`config.mk`:
```
export PLATFORM = sky130hd
export DESIGN_NAME = multicycle_control
export DESIGN_NICKNAME = d
export VERILOG_FILES = /design/src/rtl/multicycle_control.sv
export SDC_FILE = /design/constraint.sdc
export NUM_CORES = 1
export LEC_CHECK = 0
export BUFFER_PORTS_ARGS = -buffer_cell sky130_fd_sc_hd__buf_2
export CORE_MARGIN = 8
export CORE_UTILIZATION = 30
export CTS_BUF_LIST = sky130_fd_sc_hd__clkbuf_8
export DETAILED_ROUTE_END_ITERATION = 7
export HOLD_SLACK_MARGIN = 0.02
export PLACE_DENSITY = 0.51
export REMOVE_ABC_BUFFERS = 1
export SLEW_MARGIN = 20
export SYNTH_ARGS = -nofsm -noshare
export SYNTH_HDL_FRONTEND = slang
export SYNTH_SLANG_ARGS = --single-unit
export TNS_END_PERCENT = 20
```
`constraint.sdc`:
```
create_clock -name clk -period 3 [get_ports clk]
set_input_delay 0.6 -clock clk [delete_from_list [all_inputs] [get_ports clk]]
set_output_delay 0.6 -clock clk [all_outputs]
set_load 0.01 [all_outputs]
```
`src/rtl/multicycle_control.sv`:
```
`default_nettype none
// ============================================================================
// Module   : multicycle_control
// Purpose  : RV32I multi-cycle control FSM (FETCH/DECODE/EXECUTE/MEMORY/WB)
//            with variable-latency memory handshake, retire counter and
//            bus-error watchdog. Define ILLEGAL_TRAP_EN to trap on illegal
//            opcodes and watchdog expiry instead of recovering.
// Revision : 1.0 - initial release
// ============================================================================
module multicycle_control #(
    parameter int WIDTH   = 32,
    parameter int TIMEOUT = 16,
    parameter int CNT_W   = 32
) (
    input  logic             clk,
    input  logic             rst_n,
    input  logic [WIDTH-1:0] instruction,
    input  logic             comparison,
    input  logic             imem_ready,
    input  logic             dmem_ready,
    output logic             imem_req,
    output logic             ir_write,
    output logic             pc_write,
    output logic             mux_pc_signal,
    output logic             mux_imm_signal,
    output logic             mux_writedata_register,
    output logic             mux_jalr,
    output logic             read_mem,
    output logic             write_mem,
    output logic             write_register,
    output logic             bus_error,
    output logic             illegal_instr,
    output logic [CNT_W-1:0] instr_retired,
    output logic [2:0]       state
);

`ifdef ILLEGAL_TRAP_EN
    localparam bit C_TRAP = 1'b1;
`else
    localparam bit C_TRAP = 1'b0;
`endif

    localparam int C_WD_W = (TIMEOUT > 1) ? $clog2(TIMEOUT) : 1;

    localparam logic [6:0] C_OP_R      = 7'b0110011;
    localparam logic [6:0] C_OP_LOAD   = 7'b0000011;
    localparam logic [6:0] C_OP_IARITH = 7'b0010011;
    localparam logic [6:0] C_OP_JALR   = 7'b1100111;
    localparam logic [6:0] C_OP_STORE  = 7'b0100011;
    localparam logic [6:0] C_OP_BRANCH = 7'b1100011;
    localparam logic [6:0] C_OP_LUI    = 7'b0110111;
    localparam logic [6:0] C_OP_JAL    = 7'b1101111;

    typedef enum logic [2:0] {
        S_FETCH     = 3'd0,
        S_DECODE    = 3'd1,
        S_EXECUTE   = 3'd2,
        S_MEMORY    = 3'd3,
        S_WRITEBACK = 3'd4,
        S_TRAP      = 3'd5
    } state_t;

    state_t              r_state;
    logic [6:0]          r_opcode;
    logic                r_illegal;
    logic                r_illegal_pulse;
    logic                r_bus_error;
    logic [C_WD_W-1:0]   r_wd_cnt;
    logic [CNT_W-1:0]    r_retired;

    function automatic logic f_legal(input logic [6:0] op);
        case (op)
            C_OP_R, C_OP_LOAD, C_OP_IARITH, C_OP_JALR,
            C_OP_STORE, C_OP_BRANCH, C_OP_LUI, C_OP_JAL: f_legal = 1'b1;
            default:                                     f_legal = 1'b0;
        endcase
    endfunction

    logic w_is_load, w_is_store, w_is_branch, w_is_jal, w_is_jalr, w_uses_imm;
    assign w_is_load   = (r_opcode == C_OP_LOAD);
    assign w_is_store  = (r_opcode == C_OP_STORE);
    assign w_is_branch = (r_opcode == C_OP_BRANCH);
    assign w_is_jal    = (r_opcode == C_OP_JAL);
    assign w_is_jalr   = (r_opcode == C_OP_JALR);
    assign w_uses_imm  = w_is_load | w_is_store | w_is_jalr |
                         (r_opcode == C_OP_IARITH) | (r_opcode == C_OP_LUI);

    // Watchdog only runs while stalled on a memory handshake; a ready in the
    // expiry cycle suppresses the error.
    logic w_waiting, w_ready, w_expire;
    assign w_waiting = (r_state == S_FETCH) || (r_state == S_MEMORY);
    assign w_ready   = (r_state == S_FETCH) ? imem_ready : dmem_ready;
    assign w_expire  = (TIMEOUT != 0) && w_waiting && !w_ready &&
                       (r_wd_cnt == C_WD_W'(TIMEOUT - 1));

    logic w_imem_req, w_ir_write, w_pc_write, w_mux_pc, w_mux_imm, w_mux_wd;
    logic w_mux_jalr, w_read_mem, w_write_mem, w_write_reg, w_retire;

    always_comb begin
        w_imem_req  = 1'b0;
        w_ir_write  = 1'b0;
        w_pc_write  = 1'b0;
        w_mux_pc    = 1'b0;
        w_mux_imm   = 1'b0;
        w_mux_wd    = 1'b0;
        w_mux_jalr  = 1'b0;
        w_read_mem  = 1'b0;
        w_write_mem = 1'b0;
        w_write_reg = 1'b0;
        w_retire    = 1'b0;
        case (r_state)
            S_FETCH: begin
                w_imem_req = 1'b1;
                w_ir_write = imem_ready;
            end
            S_EXECUTE: begin
                w_mux_imm = w_uses_imm;
                if (r_illegal) begin
                    w_pc_write = 1'b1;
                    w_retire   = 1'b1;
                end else if (w_is_branch) begin
                    w_pc_write = 1'b1;
                    w_mux_pc   = comparison;
                    w_retire   = 1'b1;
                end
            end
            S_MEMORY: begin
                w_read_mem  = w_is_load;
                w_write_mem = w_is_store;
                w_mux_imm   = 1'b1;
                if (dmem_ready && w_is_store) begin
                    w_pc_write = 1'b1;
                    w_retire   = 1'b1;
                end else if (w_expire && !C_TRAP) begin
                    w_pc_write = 1'b1;
                end
            end
            S_WRITEBACK: begin
                w_write_reg = 1'b1;
                w_pc_write  = 1'b1;
                w_retire    = 1'b1;
                w_mux_wd    = w_is_load;
                w_mux_pc    = w_is_jal | w_is_jalr;
                w_mux_jalr  = w_is_jalr;
            end
            default: ;
        endcase
    end

    always_ff @(posedge clk or negedge rst_n) begin
        if (!rst_n) begin
            r_state         <= S_FETCH;
            r_opcode        <= 7'd0;
            r_illegal       <= 1'b0;
            r_illegal_pulse <= 1'b0;
            r_bus_error     <= 1'b0;
            r_wd_cnt        <= '0;
            r_retired       <= '0;
        end else begin
            r_illegal_pulse <= 1'b0;
            if (w_retire)
                r_retired <= r_retired + 1'b1;
            if (w_expire)
                r_bus_error <= 1'b1;
            if (w_waiting && !w_ready && !w_expire)
                r_wd_cnt <= r_wd_cnt + 1'b1;
            else
                r_wd_cnt <= '0;

            case (r_state)
                S_FETCH: begin
                    if (imem_ready)
                        r_state <= S_DECODE;
                    else if (w_expire)
                        r_state <= C_TRAP ? S_TRAP : S_FETCH;
                end
                S_DECODE: begin
                    r_opcode        <= instruction[6:0];
                    r_illegal       <= !f_legal(instruction[6:0]);
                    r_illegal_pulse <= !f_legal(instruction[6:0]);
                    r_state <= (C_TRAP && !f_legal(instruction[6:0])) ? S_TRAP : S_EXECUTE;
                end
                S_EXECUTE: begin
                    if (r_illegal || w_is_branch)
                        r_state <= S_FETCH;
                    else if (w_is_load || w_is_store)
                        r_state <= S_MEMORY;
                    else
                        r_state <= S_WRITEBACK;
                end
                S_MEMORY: begin
                    if (dmem_ready)
                        r_state <= w_is_load ? S_WRITEBACK : S_FETCH;
                    else if (w_expire)
                        r_state <= C_TRAP ? S_TRAP : S_FETCH;
                end
                S_WRITEBACK: r_state <= S_FETCH;
                S_TRAP:      r_state <= S_TRAP;
                default:     r_state <= S_FETCH;
            endcase
        end
    end

    // Strobes are forced low the instant rst_n falls, including the FETCH request.
    assign imem_req               = rst_n & w_imem_req;
    assign ir_write               = rst_n & w_ir_write;
    assign pc_write               = rst_n & w_pc_write;
    assign mux_pc_signal          = rst_n & w_mux_pc;
    assign mux_imm_signal         = rst_n & w_mux_imm;
    assign mux_writedata_register = rst_n & w_mux_wd;
    assign mux_jalr               = rst_n & w_mux_jalr;
    assign read_mem               = rst_n & w_read_mem;
    assign write_mem              = rst_n & w_write_mem;
    assign write_register         = rst_n & w_write_reg;
    assign bus_error              = r_bus_error;
    assign illegal_instr          = r_illegal_pulse;
    assign instr_retired          = r_retired;
    assign state                  = r_state;

    logic w_unused;
    assign w_unused = ^instruction;

endmodule
`default_nettype wire

```
==> Word-level counts from Yosys, hierarchy flattened <==
Index checks and enable logic that the tools add are counted.
{ "op_classes": {"addsub": 2, "eq_ne": 21, "mux": 30, "n_bitwise": 15, "n_reduce_logical": 12} }
{ "op_table": {"columns": ["cell", "n"], "rows": [
  ["equality test 7 bit, second input constant", 6],
  ["equality test 7 x 6 -> 1 bit, second input constant", 5],
  ["adder 32 x 1 -> 32 bit, second input constant", 1],
  ["2-to-1 mux 1 bit", 18],
  ["2-to-1 mux 3 bit", 6],
  ["one-hot mux 3 bit (5 select lines)", 1],
  ["equality test 7 x 2 -> 1 bit, second input constant", 2],
  ["equality test 7 x 5 -> 1 bit, second input constant", 2],
  ["bitwise AND 1 bit", 10],
  ["OR reduction 8 bit", 1],
  ["equality test 3 x 2 -> 1 bit, second input constant", 2],
  ["equality test 3 bit, second input constant", 2],
  ["one-hot mux 1 bit (3 select lines)", 2],
  ["OR 1 bit", 5],
  ["adder 4 x 1 -> 4 bit, second input constant", 1],
  ["equality test 4 bit, second input constant", 1],
  ["logical AND 1 bit", 4],
  ["2-to-1 mux 4 bit", 1],
  ["one-hot mux 1 bit (2 select lines)", 2],
  ["equality test 3 x 1 -> 1 bit, second input constant", 1],
  ["zero test 1 bit", 3],
  ["zero test 3 bit", 1],
  ["logical OR 1 bit", 3]
]} }
{ "word_totals": {"regBits": 49, "inputBits": 37, "output_inout_bits": 47} }

==> Depth between registers and ports, before layout <==
{ "depth": {"ltp_word": 9, "mapped_depth": 8, "depth_no_buf": 6} }

==> Least setup slack after synthesis <==
Ideal clock, no wire load.
{ "synth_timing": {"path_kind": "flip-flop to output port", "startpoint": "reg r_opcode[2]", "endpoint": "out pc_write", "arrival_ns": 1.627, "slack_ns": 0.773, "stages_incl_launch_ff": 6, "path_buffers": 0, "cell_sequence": "dfrtp_1 or4b_1 or3_1 o211ai_1 a31oi_1 nor2b_1"} }
{ "synth_between": {"elab_chain_cells": 5, "elab_cells_between_ends": 8, "cone_classes": "eq/ne (2); mux (4); bitwise (1); reduce/logical (1)"} }
{ "synth_rtl": {"columns": ["item", "line", "text"], "rows": [
  ["start: declaration", "64", "logic [6:0] r_opcode;"],
  ["start signal: assignment", "178", "r_opcode <= instruction[6:0];"],
  ["equality test 7 bit / equality test 7 x 6 -> 1 bit (equally long branches)", "82, 81", null],
  ["2-to-1 mux 1 bit / logical AND 1 bit (equally long branches)", "121, 131", null],
  ["2-to-1 mux 1 bit (on tied branches)", "118, 131", null],
  ["one-hot mux 1 bit (3 select lines) (*)", "111", "case (r_state)"],
  ["bitwise AND 1 bit (*)", "207", "assign pc_write = rst_n & w_pc_write;"],
  ["end: declaration", "23", "output logic pc_write,"]
]} }
Every way passes the cells marked *; elsewhere a longest branch is shown, timed or not.

==> Final worst setup path <==
Ends and elaborated chain as after synthesis.

==> results.md <==
- Data required, critical path: 2.40 ns
- Initial antenna violation count: 0
- Setup TNS: 0 ns
- Placer Congestion: 0.767
- Switch Pwr: 0.807 mW
- Fin worst setup slack: 0.269 ns
- Post-CTS setup buffers: 0
- Power density cells: 648 mW/mm2
- Clk sinks: 49
- Critical Path Start Type: flip-flop
- Seq cells post-synth: 49
- Slew HR: 0.606
- Vias: 2117
- Sw Share: 0.397
- Internal power component: 1.22 mW
- IO buf count: 58
- Post-synth EDFFs: 0
- Layout cells sized above 1: 0.294
- Largest cells by area after synthesis: dfrtp_1 46%, xor2_1 6.3%, xnor2_1 4.6%
- Area leader, netlist: dfrtp_1
- Ys Warns: 0
- DR vias/cell: 4.99
- Area of the core: 0.00864 mm2
- Clk pwr share: 0.202
- Clock Tree Buf Depth: 2
- Global-route met3 utilization: 0.0416
- Global Route Usage Sum: 0.112
- Iter 0 DRT Violations: 52
- Post-synth top flop: dfrtp_1
- Root buf cell: clkbuf_8
- RSZ-0062 raised after global routing: false
- FILL cells: 898
- Initial Utilization: 0.306
- FFs w/ async S/R, synth: 1.00
- Post-CTS sizing: 0
- Maxcap violations: 0
- Grt ovf: 0
- Seq/Total Area, Yosys: 0.464
- VDD IR-drop max: 0.389 mV
- Routed Antenna Nets: 0
- First-pass GRT wire length: 10700 um
- Clk pin slew, worst setup/hold paths: 0.09 ns
- Leak pwr: 1.24 nW
- Final WL: 6550 um
- Fin. max-slew vios: 0
- Pin count of the biggest net entering global routing: 27
- Crit Reg-Reg Startpoint: r_opcode[2]$_DFFE_PN0P_
- First-pass DRT Iterations: 5
- Register area: 0.00123 mm2
- Met1 Usage GRT: 0.149
- Die height: 110 um
- Hold Crit Class: in -> async
- Skew-Pair Late Insertion Delay: 0.31 ns
- Area of the multi-input gates: 0.00130 mm2
- Status: completed
- Final Net Count: 354
- Origin of the worst setup path: r_opcode[2]$_DFFE_PN0P_
- Num ports: 84
- Routed wire length per instance: 15.5 um
- Critical path peak fanout: 7
- Crit path time final: 2.73 ns
- Syn_area_per_cell: 10.3 um2
- Cells after synthesis: 256
- WP data arrival: 2.13 ns
- GR met2 Demand/Resource: 0.166
- Fin Hold WS: 0.341 ns
- Mapped Area: 0.00265 mm2
- GRT busiest layer: met2
- H-tree depth: 2
- Sequential share of power: 0.472
- Vias in the first global route: 2135
- Commonest cells post-synth: 49 x dfrtp_1, 19 x xor2_1, 18 x nand2_1
- Place WS: 0.584 ns
- Crit end category: output pin
- Comb pwr share: 0.327
- Clk_skew: 0.00587 ns
- Ant diodes: 0
- Worst-Margin Slew: 0.591 ns
- Post-DP HPWL: 4860 um
- Residual DRC: 0
- Setup Viol. Count Final: 0
- Rows: 34
- Top-count cell post-synth: dfrtp_1
- Worst Path Class, Setup: reg -> out
- Highest Clock Rate: 366 MHz
- TritonCTS clock tree: yes
- Area share of the largest cell type after synthesis: 0.464
- Final period util: 0.910
- Synth-to-Final Area Change: 18.5%
- Die width: 110 um
- Die Area: 0.0121 mm2
- Final Hold Vio Count: 0
- Num CTS Buffers: 5
- Synth cell types: 49
- Post-CTS Hold Buffers: 0
==> cell families after synthesis <==
kind of cell / share of synthesized area
DFF: 0.464
buffers and inverters: 0.0440
muxes: 0.0255
xor gates and xnor gates: 0.109
and+or+nand+nor: 0.231
adders and majority gates: 0.00946
AOI/OAI and AO/OA: 0.117
==> metal layers <==
layer  wire [um]  share of wire
met1        3260           0.50
met2        2700           0.41
met3         532          0.081
met4          61         0.0093
met5           0              0
==> registers in the layout, summed over array words and instances (netlist names) <==
register	cells
r_illegal	1
state	3
illegal_instr	1
instr_retired	32
r_opcode	7
r_wd_cnt	4
bus_error	1
==> cells in the final DEF, fill, tap and decap left out, types with 3 or more instances in the layout <==
cell | synthesis | routed
a21oi_1 | 7 | 7
and2_1 | 5 | 5
a2111oi_2 | 6 | 6
nor3_1 | 10 | 10
nor3b_1 | 3 | 3
mux2_2 | 6 | 6
nand3_1 | 12 | 12
inv_1 | 10 | 10
xor2_1 | 19 | 19
nand4_1 | 13 | 13
dfrtp_1 | 49 | 49
nor4_1 | 4 | 4
or2_2 | 3 | 3
o21ai_0 | 6 | 6
buf_4 | 1 | 7
buf_2 | 3 | 58
nor2_1 | 14 | 14
a211oi_1 | 4 | 4
nand4b_1 | 4 | 4
xnor2_1 | 14 | 14
clkbuf_8 | 0 | 5
nor2b_1 | 4 | 4
nand2_1 | 18 | 18
==> critical path, cell delays in order (launching register included) <==
cell and delay (ns):
dfrtp_1 0.45, or4b_1 0.57, or3_1 0.34, o211ai_1 0.13
a31oi_1 0.06, nor2b_1 0.13, buf_2 0.14
==> cell type report <==
cell class / count / area share
Sequential cell: 49 / 0.391
Clock buffer: 5 / 0.0220
Clock inverter: 3 / 0.00679
Multi-Input combinational cell: 184 / 0.416
Tap cell: 108 / 0.0431
Timing Repair Buffer: 65 / 0.109
Inverter: 10 / 0.0120
==> power groups by stage <==
stage	combinational [mW]	sequential, mW	clock, mW
detailed placement	0.676	0.970	0
finish	0.664	0.958	0.410
global placement	0.668	0.962	0
CTS	0.679	0.957	0.429
global route	0.749	0.987	0.461
floorplan	0.405	0.958	0
==> per-stage QoR <==
stage,power [mW],std cells,utilization,area (um2)
after global placement,1.63,416,0.353,3040
after CTS,2.07,424,0.363,3130
after global routing,2.20,424,0.363,3130
after detailed placement,1.65,416,0.353,3040
final,2.03,424,0.363,3130
after floorplan,1.36,243,-,2570
==> path summary, 6_finish.rpt <==
check                      cells after the start  slack, ns                             to
max in group asynchronous                      3       1.99   instr_retired[4]$_DFFE_PN0P_
setup / recovery                               6       0.27                       pc_write
min in group clk                               1       0.47  instr_retired[31]$_DFFE_PN0P_
setup reg to reg                               5       0.62   instr_retired[9]$_DFFE_PN0P_
hold / removal                                 2       0.34        r_opcode[3]$_DFFE_PN0P_
hold reg to reg                                1       0.47  instr_retired[31]$_DFFE_PN0P_
No activity file was read; power rests on OpenSTA's default activity.
